<file path="config.mk">
export PLATFORM = sky130hd
export DESIGN_NAME = ov_init_seq
export DESIGN_NICKNAME = d
export VERILOG_FILES = /design/src/rtl/ov_pkg.sv /design/src/rtl/ov_init_rom.sv /design/src/rtl/ov_init_seq.sv
export SDC_FILE = /design/constraint.sdc
export NUM_CORES = 1
export LEC_CHECK = 0
export ABC_AREA = 1
export BUFFER_PORTS_ARGS = -buffer_cell sky130_fd_sc_hd__clkbuf_2
export CAP_MARGIN = 20
export CORE_AREA = 10 10 142 144
export CTS_CLUSTER_SIZE = 20
export DETAILED_ROUTE_END_ITERATION = 8
export DIE_AREA = 0 0 152 154
export GPL_ROUTABILITY_DRIVEN = 0
export GPL_TIMING_DRIVEN = 0
export PLACE_DENSITY = 0.62
export SLEW_MARGIN = 15
export SYNTH_ARGS = -nofsm -noshare
export SYNTH_HDL_FRONTEND = slang
export SYNTH_SLANG_ARGS = --single-unit
export TNS_END_PERCENT = 5
</file>
<file path="constraint.sdc">
create_clock -name clk_sys -period 2.35 [get_ports clk_sys]
set_input_delay 0.1175 -clock clk_sys [delete_from_list [all_inputs] [get_ports clk_sys]]
set_output_delay 0.1175 -clock clk_sys [all_outputs]
set_load 0.05 [all_outputs]
</file>
<file path="src/rtl/ov_pkg.sv">
// ov_pkg: shared definitions for the camera init sequencer.
//   - ov_state_e : sequencer FSM states
//   - END_MARK / DELAY_MARK : special register codes in the init table
//   - STAT_BUSY / STAT_NACK : bit positions in stu_iic_status
package ov_pkg;

  typedef enum logic [3:0] {
    StPwrup,
    StFetch,
    StIssue,
    StWaitHi,
    StWaitLo,
    StCheck,
    StDelay,
    StHostIdle,
    StHostIssue
  } ov_state_e;

  localparam logic [7:0] END_MARK   = 8'hFF;
  localparam logic [7:0] DELAY_MARK = 8'hFE;

  localparam int unsigned STAT_BUSY = 0;
  localparam int unsigned STAT_NACK = 1;

endpackage

</file>
<file path="src/rtl/ov_init_rom.sv">
// ov_init_rom: camera init table, 256 x 16, synchronous read (1-cycle latency).
//   clk_sys : system clock
//   addr    : table index
//   data    : {register, value} of entry addr, valid the cycle after addr is presented
// Unlisted entries read as the end marker so a short table always terminates.
module ov_init_rom
  import ov_pkg::*;
(
  input  logic        clk_sys,
  input  logic [7:0]  addr,
  output logic [15:0] data
);

  logic [15:0] rom_val;

  always_comb begin
    case (addr)
      8'd0:    rom_val = {8'h12, 8'h80};      // soft reset
      8'd1:    rom_val = {DELAY_MARK, 8'h01}; // 1 ms settle
      8'd2:    rom_val = {8'h11, 8'h01};      // clock prescaler
      default: rom_val = {END_MARK, 8'h00};
    endcase
  end

  always_ff @(posedge clk_sys) begin
    data <= rom_val;
  end

endmodule

</file>
<file path="src/rtl/ov_init_seq.sv">
// ov_init_seq: power-up delay, init-table walker and host arbiter in front of the SCCB master.
//   clk_sys, rst_n                      : clock, asynchronous active-low reset
//   pluse_us                            : 1 us strobe
//   host_devid/addr/wdata, host_write/read : host command from the register block
//   host_busy, host_rdata, host_ovf     : host command status
//   cfg_iic_*, act_iic_write/read       : command and one-cycle request to the SCCB master
//   stu_iic_status, stu_iic_rdata       : SCCB master status (bit0 busy, bit1 NACK) and read data
//   init_done, init_err                 : table complete / sticky failure
module ov_init_seq
  import ov_pkg::*;
#(
  parameter logic [7:0]  DEVID     = 8'h42,
  parameter int unsigned PWRUP_US  = 1000,
  parameter int unsigned MAX_RETRY = 3,
  parameter int unsigned BUSY_TO   = 15
) (
  input  logic       clk_sys,
  input  logic       rst_n,
  input  logic       pluse_us,
  input  logic [7:0] host_devid,
  input  logic [7:0] host_addr,
  input  logic [7:0] host_wdata,
  input  logic       host_write,
  input  logic       host_read,
  output logic       host_busy,
  output logic [7:0] host_rdata,
  output logic       host_ovf,
  output logic [7:0] cfg_iic_devid,
  output logic [7:0] cfg_iic_addr,
  output logic [7:0] cfg_iic_wdata,
  output logic       act_iic_write,
  output logic       act_iic_read,
  input  logic [1:0] stu_iic_status,
  input  logic [7:0] stu_iic_rdata,
  output logic       init_done,
  output logic       init_err
);

  localparam logic [9:0] UsLast    = 10'd999;
  localparam logic [9:0] PwrupLast = 10'(PWRUP_US - 1);
  localparam logic [7:0] RetryMax  = 8'(MAX_RETRY);
  localparam logic [7:0] BusyLast  = 8'(BUSY_TO - 1);

  ov_state_e   state_q, state_d;
  logic [7:0]  index_q, index_d;
  logic        fetch_ph_q, fetch_ph_d;
  logic [9:0]  us_cnt_q, us_cnt_d;
  logic [7:0]  ms_cnt_q, ms_cnt_d;
  logic [7:0]  to_cnt_q, to_cnt_d;
  logic [7:0]  retry_q, retry_d;
  logic        nack_q, nack_d;
  logic        pend_q, pend_d, pend_rd_q, pend_rd_d;
  logic [7:0]  pend_devid_q, pend_devid_d, pend_addr_q, pend_addr_d, pend_wdata_q, pend_wdata_d;
  logic [7:0]  cfg_devid_q, cfg_devid_d, cfg_addr_q, cfg_addr_d, cfg_wdata_q, cfg_wdata_d;
  logic        act_wr_q, act_wr_d, act_rd_q, act_rd_d;
  logic [7:0]  rdata_q, rdata_d;
  logic        ovf_q, ovf_d, done_q, done_d, err_q, err_d;
  logic [15:0] rom_data;
  logic        advance, host_done, busy;

  assign busy = stu_iic_status[STAT_BUSY];

  ov_init_rom u_rom (
    .clk_sys (clk_sys),
    .addr    (index_q),
    .data    (rom_data)
  );

  always_comb begin
    state_d      = state_q;
    index_d      = index_q;
    fetch_ph_d   = 1'b0;
    us_cnt_d     = us_cnt_q;
    ms_cnt_d     = ms_cnt_q;
    to_cnt_d     = to_cnt_q;
    retry_d      = retry_q;
    nack_d       = nack_q;
    pend_d       = pend_q;
    pend_rd_d    = pend_rd_q;
    pend_devid_d = pend_devid_q;
    pend_addr_d  = pend_addr_q;
    pend_wdata_d = pend_wdata_q;
    cfg_devid_d  = cfg_devid_q;
    cfg_addr_d   = cfg_addr_q;
    cfg_wdata_d  = cfg_wdata_q;
    act_wr_d     = 1'b0;
    act_rd_d     = 1'b0;
    rdata_d      = rdata_q;
    ovf_d        = ovf_q;
    done_d       = done_q;
    err_d        = err_q;
    advance      = 1'b0;
    host_done    = 1'b0;

    unique case (state_q)
      StPwrup: begin
        if (pluse_us) begin
          if (us_cnt_q == PwrupLast) begin
            us_cnt_d = '0;
            index_d  = '0;
            state_d  = StFetch;
          end else begin
            us_cnt_d = us_cnt_q + 10'd1;
          end
        end
      end
      StFetch: begin
        // First cycle only presents the index; ROM data is valid in the second.
        if (!fetch_ph_q) begin
          fetch_ph_d = 1'b1;
        end else if (rom_data[15:8] == END_MARK) begin
          done_d  = 1'b1;
          state_d = StHostIdle;
        end else if (rom_data[15:8] == DELAY_MARK) begin
          if (rom_data[7:0] == 8'd0) begin
            advance = 1'b1;
          end else begin
            us_cnt_d = '0;
            ms_cnt_d = '0;
            state_d  = StDelay;
          end
        end else begin
          state_d = StIssue;
        end
      end
      StIssue: begin
        cfg_devid_d = DEVID;
        cfg_addr_d  = rom_data[15:8];
        cfg_wdata_d = rom_data[7:0];
        act_wr_d    = 1'b1;
        to_cnt_d    = '0;
        state_d     = StWaitHi;
      end
      StWaitHi: begin
        if (busy) begin
          state_d = StWaitLo;
        end else if (to_cnt_q == BusyLast) begin
          err_d = 1'b1;
          if (done_q) begin
            host_done = 1'b1;
            state_d   = StHostIdle;
          end else begin
            advance = 1'b1;
          end
        end else begin
          to_cnt_d = to_cnt_q + 8'd1;
        end
      end
      StWaitLo: begin
        if (!busy) begin
          if (done_q) begin
            host_done = 1'b1;
            if (pend_rd_q) rdata_d = stu_iic_rdata;
            state_d = StHostIdle;
          end else begin
            nack_d  = stu_iic_status[STAT_NACK];
            state_d = StCheck;
          end
        end
      end
      StCheck: begin
        if (nack_q && (retry_q < RetryMax)) begin
          retry_d = retry_q + 8'd1;
          state_d = StIssue;
        end else begin
          if (nack_q) err_d = 1'b1;
          advance = 1'b1;
        end
      end
      StDelay: begin
        if (pluse_us) begin
          if (us_cnt_q == UsLast) begin
            us_cnt_d = '0;
            if (ms_cnt_q + 8'd1 == rom_data[7:0]) advance = 1'b1;
            else ms_cnt_d = ms_cnt_q + 8'd1;
          end else begin
            us_cnt_d = us_cnt_q + 10'd1;
          end
        end
      end
      StHostIdle: begin
        if (pend_q) state_d = StHostIssue;
      end
      StHostIssue: begin
        cfg_devid_d = pend_devid_q;
        cfg_addr_d  = pend_addr_q;
        cfg_wdata_d = pend_wdata_q;
        act_wr_d    = !pend_rd_q;
        act_rd_d    = pend_rd_q;
        to_cnt_d    = '0;
        state_d     = StWaitHi;
      end
      default: state_d = StPwrup;
    endcase

    // Next table entry; index 255 is the last one even without a terminator.
    if (advance) begin
      retry_d = '0;
      if (index_q == 8'hFF) begin
        done_d  = 1'b1;
        state_d = StHostIdle;
      end else begin
        index_d = index_q + 8'd1;
        state_d = StFetch;
      end
    end

    // One-deep host slot; a slot being released this cycle can take a new request.
    if (host_done) pend_d = 1'b0;
    if (host_write || host_read) begin
      if (pend_q && !host_done) begin
        ovf_d = 1'b1;
      end else begin
        pend_d       = 1'b1;
        pend_rd_d    = !host_write;
        pend_devid_d = host_devid;
        pend_addr_d  = host_addr;
        pend_wdata_d = host_wdata;
        if (host_write && host_read) ovf_d = 1'b1;
      end
    end
  end

  always_ff @(posedge clk_sys or negedge rst_n) begin
    if (!rst_n) begin
      state_q      <= StPwrup;
      index_q      <= '0;
      fetch_ph_q   <= 1'b0;
      us_cnt_q     <= '0;
      ms_cnt_q     <= '0;
      to_cnt_q     <= '0;
      retry_q      <= '0;
      nack_q       <= 1'b0;
      pend_q       <= 1'b0;
      pend_rd_q    <= 1'b0;
      pend_devid_q <= '0;
      pend_addr_q  <= '0;
      pend_wdata_q <= '0;
      cfg_devid_q  <= '0;
      cfg_addr_q   <= '0;
      cfg_wdata_q  <= '0;
      act_wr_q     <= 1'b0;
      act_rd_q     <= 1'b0;
      rdata_q      <= '0;
      ovf_q        <= 1'b0;
      done_q       <= 1'b0;
      err_q        <= 1'b0;
    end else begin
      state_q      <= state_d;
      index_q      <= index_d;
      fetch_ph_q   <= fetch_ph_d;
      us_cnt_q     <= us_cnt_d;
      ms_cnt_q     <= ms_cnt_d;
      to_cnt_q     <= to_cnt_d;
      retry_q      <= retry_d;
      nack_q       <= nack_d;
      pend_q       <= pend_d;
      pend_rd_q    <= pend_rd_d;
      pend_devid_q <= pend_devid_d;
      pend_addr_q  <= pend_addr_d;
      pend_wdata_q <= pend_wdata_d;
      cfg_devid_q  <= cfg_devid_d;
      cfg_addr_q   <= cfg_addr_d;
      cfg_wdata_q  <= cfg_wdata_d;
      act_wr_q     <= act_wr_d;
      act_rd_q     <= act_rd_d;
      rdata_q      <= rdata_d;
      ovf_q        <= ovf_d;
      done_q       <= done_d;
      err_q        <= err_d;
    end
  end

  // Drops in the very cycle the SCCB master reports completion.
  assign host_busy     = pend_q && !host_done;
  assign host_rdata    = rdata_q;
  assign host_ovf      = ovf_q;
  assign cfg_iic_devid = cfg_devid_q;
  assign cfg_iic_addr  = cfg_addr_q;
  assign cfg_iic_wdata = cfg_wdata_q;
  assign act_iic_write = act_wr_q;
  assign act_iic_read  = act_rd_q;
  assign init_done     = done_q;
  assign init_err      = err_q;

endmodule

</file>
==> impl_metrics.toml <==
[min_path]
hold_path_class = "primary input to flop"

[sta]
rsz0062_at_grt = "yes"
layout_min_cycle_time_ps = 2142
skew_ps = 7.158
hold_violations = 0
max_freq_mhz = 466.9
max-slew-margin-rel_pct = 46.38
worst_slack_ps = 208.3
tns_ps = 0
fin_crit_sh_pct = 91.14
final_max_slew_viol_count = 0
setup_viol = 0
tightestPinTransition_ps = 795.9

[place]
dp_worst_setup_slack_ps = 222.4
io_buffers = 76
hpwl_um = 9722

[route]
via_count = 4747
firstDrtPassIters = 6
drc_errors = 0
vias_per_cell = 4.556
ant_nets = 0
routed_wl_um = 13750
routedWlPerCell_um = 13.19
dr.first_iter.drc_count = 313

[critical_path]
crit_type = "flop to flop"
slowest_stage = "clkbuf_1"
start_kind = "flop"
end_kind = "flop"
path_common_cell = "nand2_1"
cp.arrival_ps = 2420
crit_path_max_fanout = 10
crit_path_max_incr_delay_ps = 440
worstPathCellList = "inv_1 > ha_1 > nand2_1 > nor2_1 > nand2_1 > nand2_1 > nand3_1 > nand2_1 > o21ai_1 > clkbuf_1 > o21ai_0"
crit_required_ps = 2630

[synthesis]
avgSynthCellArea_um2 = 8.320
yosysUniqueCellTypes = 43
synth_edf_count = 0
synth_area_mm2 = 0.005583
async_flop_share_pct = 95.69
ys_seq_area_share_pct = 51.55
synth-main-ff-cell = "dfrtp_1"
ys_ff_latch = 116
yosysWarnings = 0
syn_inst = 671
syn_nets = 719

[clocking]
clk_latency_ps = 420
cts_tree = "built"
cts_buffer_depth = 2
htree_levels = 4
cts_sinks = 116
cts_buffers = 17
clk_pin_slew_ps = 60
root_buffer = "clkbuf_16"
cts_setup_buffers = 0

[die]
die_w_um = 152
top_level_ports = 77
die-area_mm2 = 0.02341
row_count = 48
die_h_um = 154
initial_core_util_pct = 32.50
core-area_mm2 = 0.01718

[power]
power.density_mw_per_mm2 = 1199
ir_drop_v = 0.0008312
p_leak_uw = 0.003679

[global_route]
grt_pass1_vias = 4753
grt_pass1_wl_um = 23000
grt_max_degree = 73
antenna_found_initial = 0
gr-total-overflow = 0
grt_util_all_layers_pct = 11.85

[cells_and_area]
nets = 852
diodes = 0
mostFrequentLayoutCell = "nand2_1"
final_cell_mix = "nand2_1, dfrtp_1, inv_1"
multi_input_area_mm2 = 0.002286
fillers = 1733
register_area_mm2 = 0.002878
drive_gt1_share_pct = 18.12
area_growth_pct = 30.28
fin_util_pct = 42.34

[outcome]
outcome = "finished clean"

[flow_run]
cap_violations = 0
-- cell usage after synthesis, types with 4 or more instances --
cell type / instances / area, um^2
a21oi_1: 30 / 150.1
buf_2: 6 / 30.03
clkbuf_1: 6 / 22.52
dfrtp_1: 111 / 2778
dfxtp_1: 5 / 100.1
ha_1: 9 / 112.6
inv_1: 89 / 334.1
mux2_2: 8 / 90.09
nand2_1: 167 / 626.9
nand2_2: 4 / 25.02
nand3_1: 29 / 145.1
nand4_1: 13 / 81.33
nor2_1: 74 / 277.8
nor3_1: 10 / 50.05
o21ai_0: 49 / 245.2
o21ai_2: 6 / 52.55
o21bai_1: 4 / 30.03
xor2_1: 9 / 78.83
-- report_power, final --
group | total, uW | leakage, uW | internal (uW) | switching (uW)
combinational | 3150 | 0.00192 | 937 | 2220
sequential | 2870 | 0.00145 | 2530 | 345
clock | 2690 | 0.000302 | 1690 | 1000
-- area by class of cell --
class	count	share of cell area [%]
Buffer	14	1.170
Inverter	90	4.645
Clock buffer	17	5.849
Sequential cell	116	39.57
Multi-Input combinational cell	451	31.43
Clock inverter	15	2.649
Timing Repair Buffer	114	10.82
Tap cell	225	3.871
-- critical path: cells and delay by family, from the launching register on --
family	cells	cell delay, ps
buffers and inverters	2	520
AOI/OAI and AO/OA	2	360
and+or+nand+nor	6	520
adders and majority gates	1	190
DFF	1	410
-- sequential cells by signal, summed over array words and instances, names as in the netlist, 4 cells and up --
register       flops
pend_devid_q       8
state_q            4
cfg_iic_wdata      8
ms_cnt_q           8
to_cnt_q           8
index_q            8
retry_q            8
cfg_iic_addr       8
pend_wdata_q       8
pend_addr_q        8
cfg_iic_devid      8
u_rom.data         5
host_rdata         8
us_cnt_q          10
-- path summary, 6_finish.rpt --
check	from	endpoint	slack (ps)	cells after the start
min in group asynchronous	rst_n	retry_q[6]	190	2
setup / recovery	to_cnt_q[0]	pend_addr_q[0]	210	11
hold / removal	stu_iic_status[0]	nack_q	150	4
setup reg to reg	to_cnt_q[0]	pend_addr_q[0]	210	11
hold reg to reg	fetch_ph_q	fetch_ph_q	470	1
max in group asynchronous	rst_n	pend_devid_q[5]	1490	3
-- cell families after synthesis --
group	count (synthesis)	synth area share [%]
buffers and inverters	104	7.553
DFF	116	51.55
muxes	8	1.614
xor gates and xnor gates	12	1.883
adders and majority gates	9	2.017
AOI/OAI and AO/OA	109	11.32
and+or+nand+nor	313	24.07
-- metal layers --
| metal | part of all wire, % | routed length [um] | track usage, % |
|---|---|---|---|
| met3 | 3.7 | 505 | 3.570 |
| met5 | 0 | 0 | 0 |
| met1 | 47 | 6463 | 14.53 |
| met4 | 1.8 | 253 | 5.181 |
| met2 | 47 | 6524 | 18.86 |
-- per-stage QoR --
stage | hold WS, ps | std cells | cell area (um^2) | power, uW
3_3_place_gp | 350.3 | 972 | 6245 | 5982
6_report | 145.7 | 1042 | 7273 | 8723
5_1_grt | 165.8 | 1042 | 7273 | 9327
2_1_floorplan | -178.1 | 671 | 5583 | 5209
3_5_place_dp | 73.43 | 973 | 6281 | 6019
4_1_cts | 118.1 | 1042 | 7269 | 8825
-- repair_timing --
action | in CTS | in global routing
endpoints found under the hold margin | 75 | 0
hold buffers | 37 | 0
gates resized for setup | 0 | 4
endpoints found under the setup margin | 0 | 14
(Power assumes the default switching activity.)
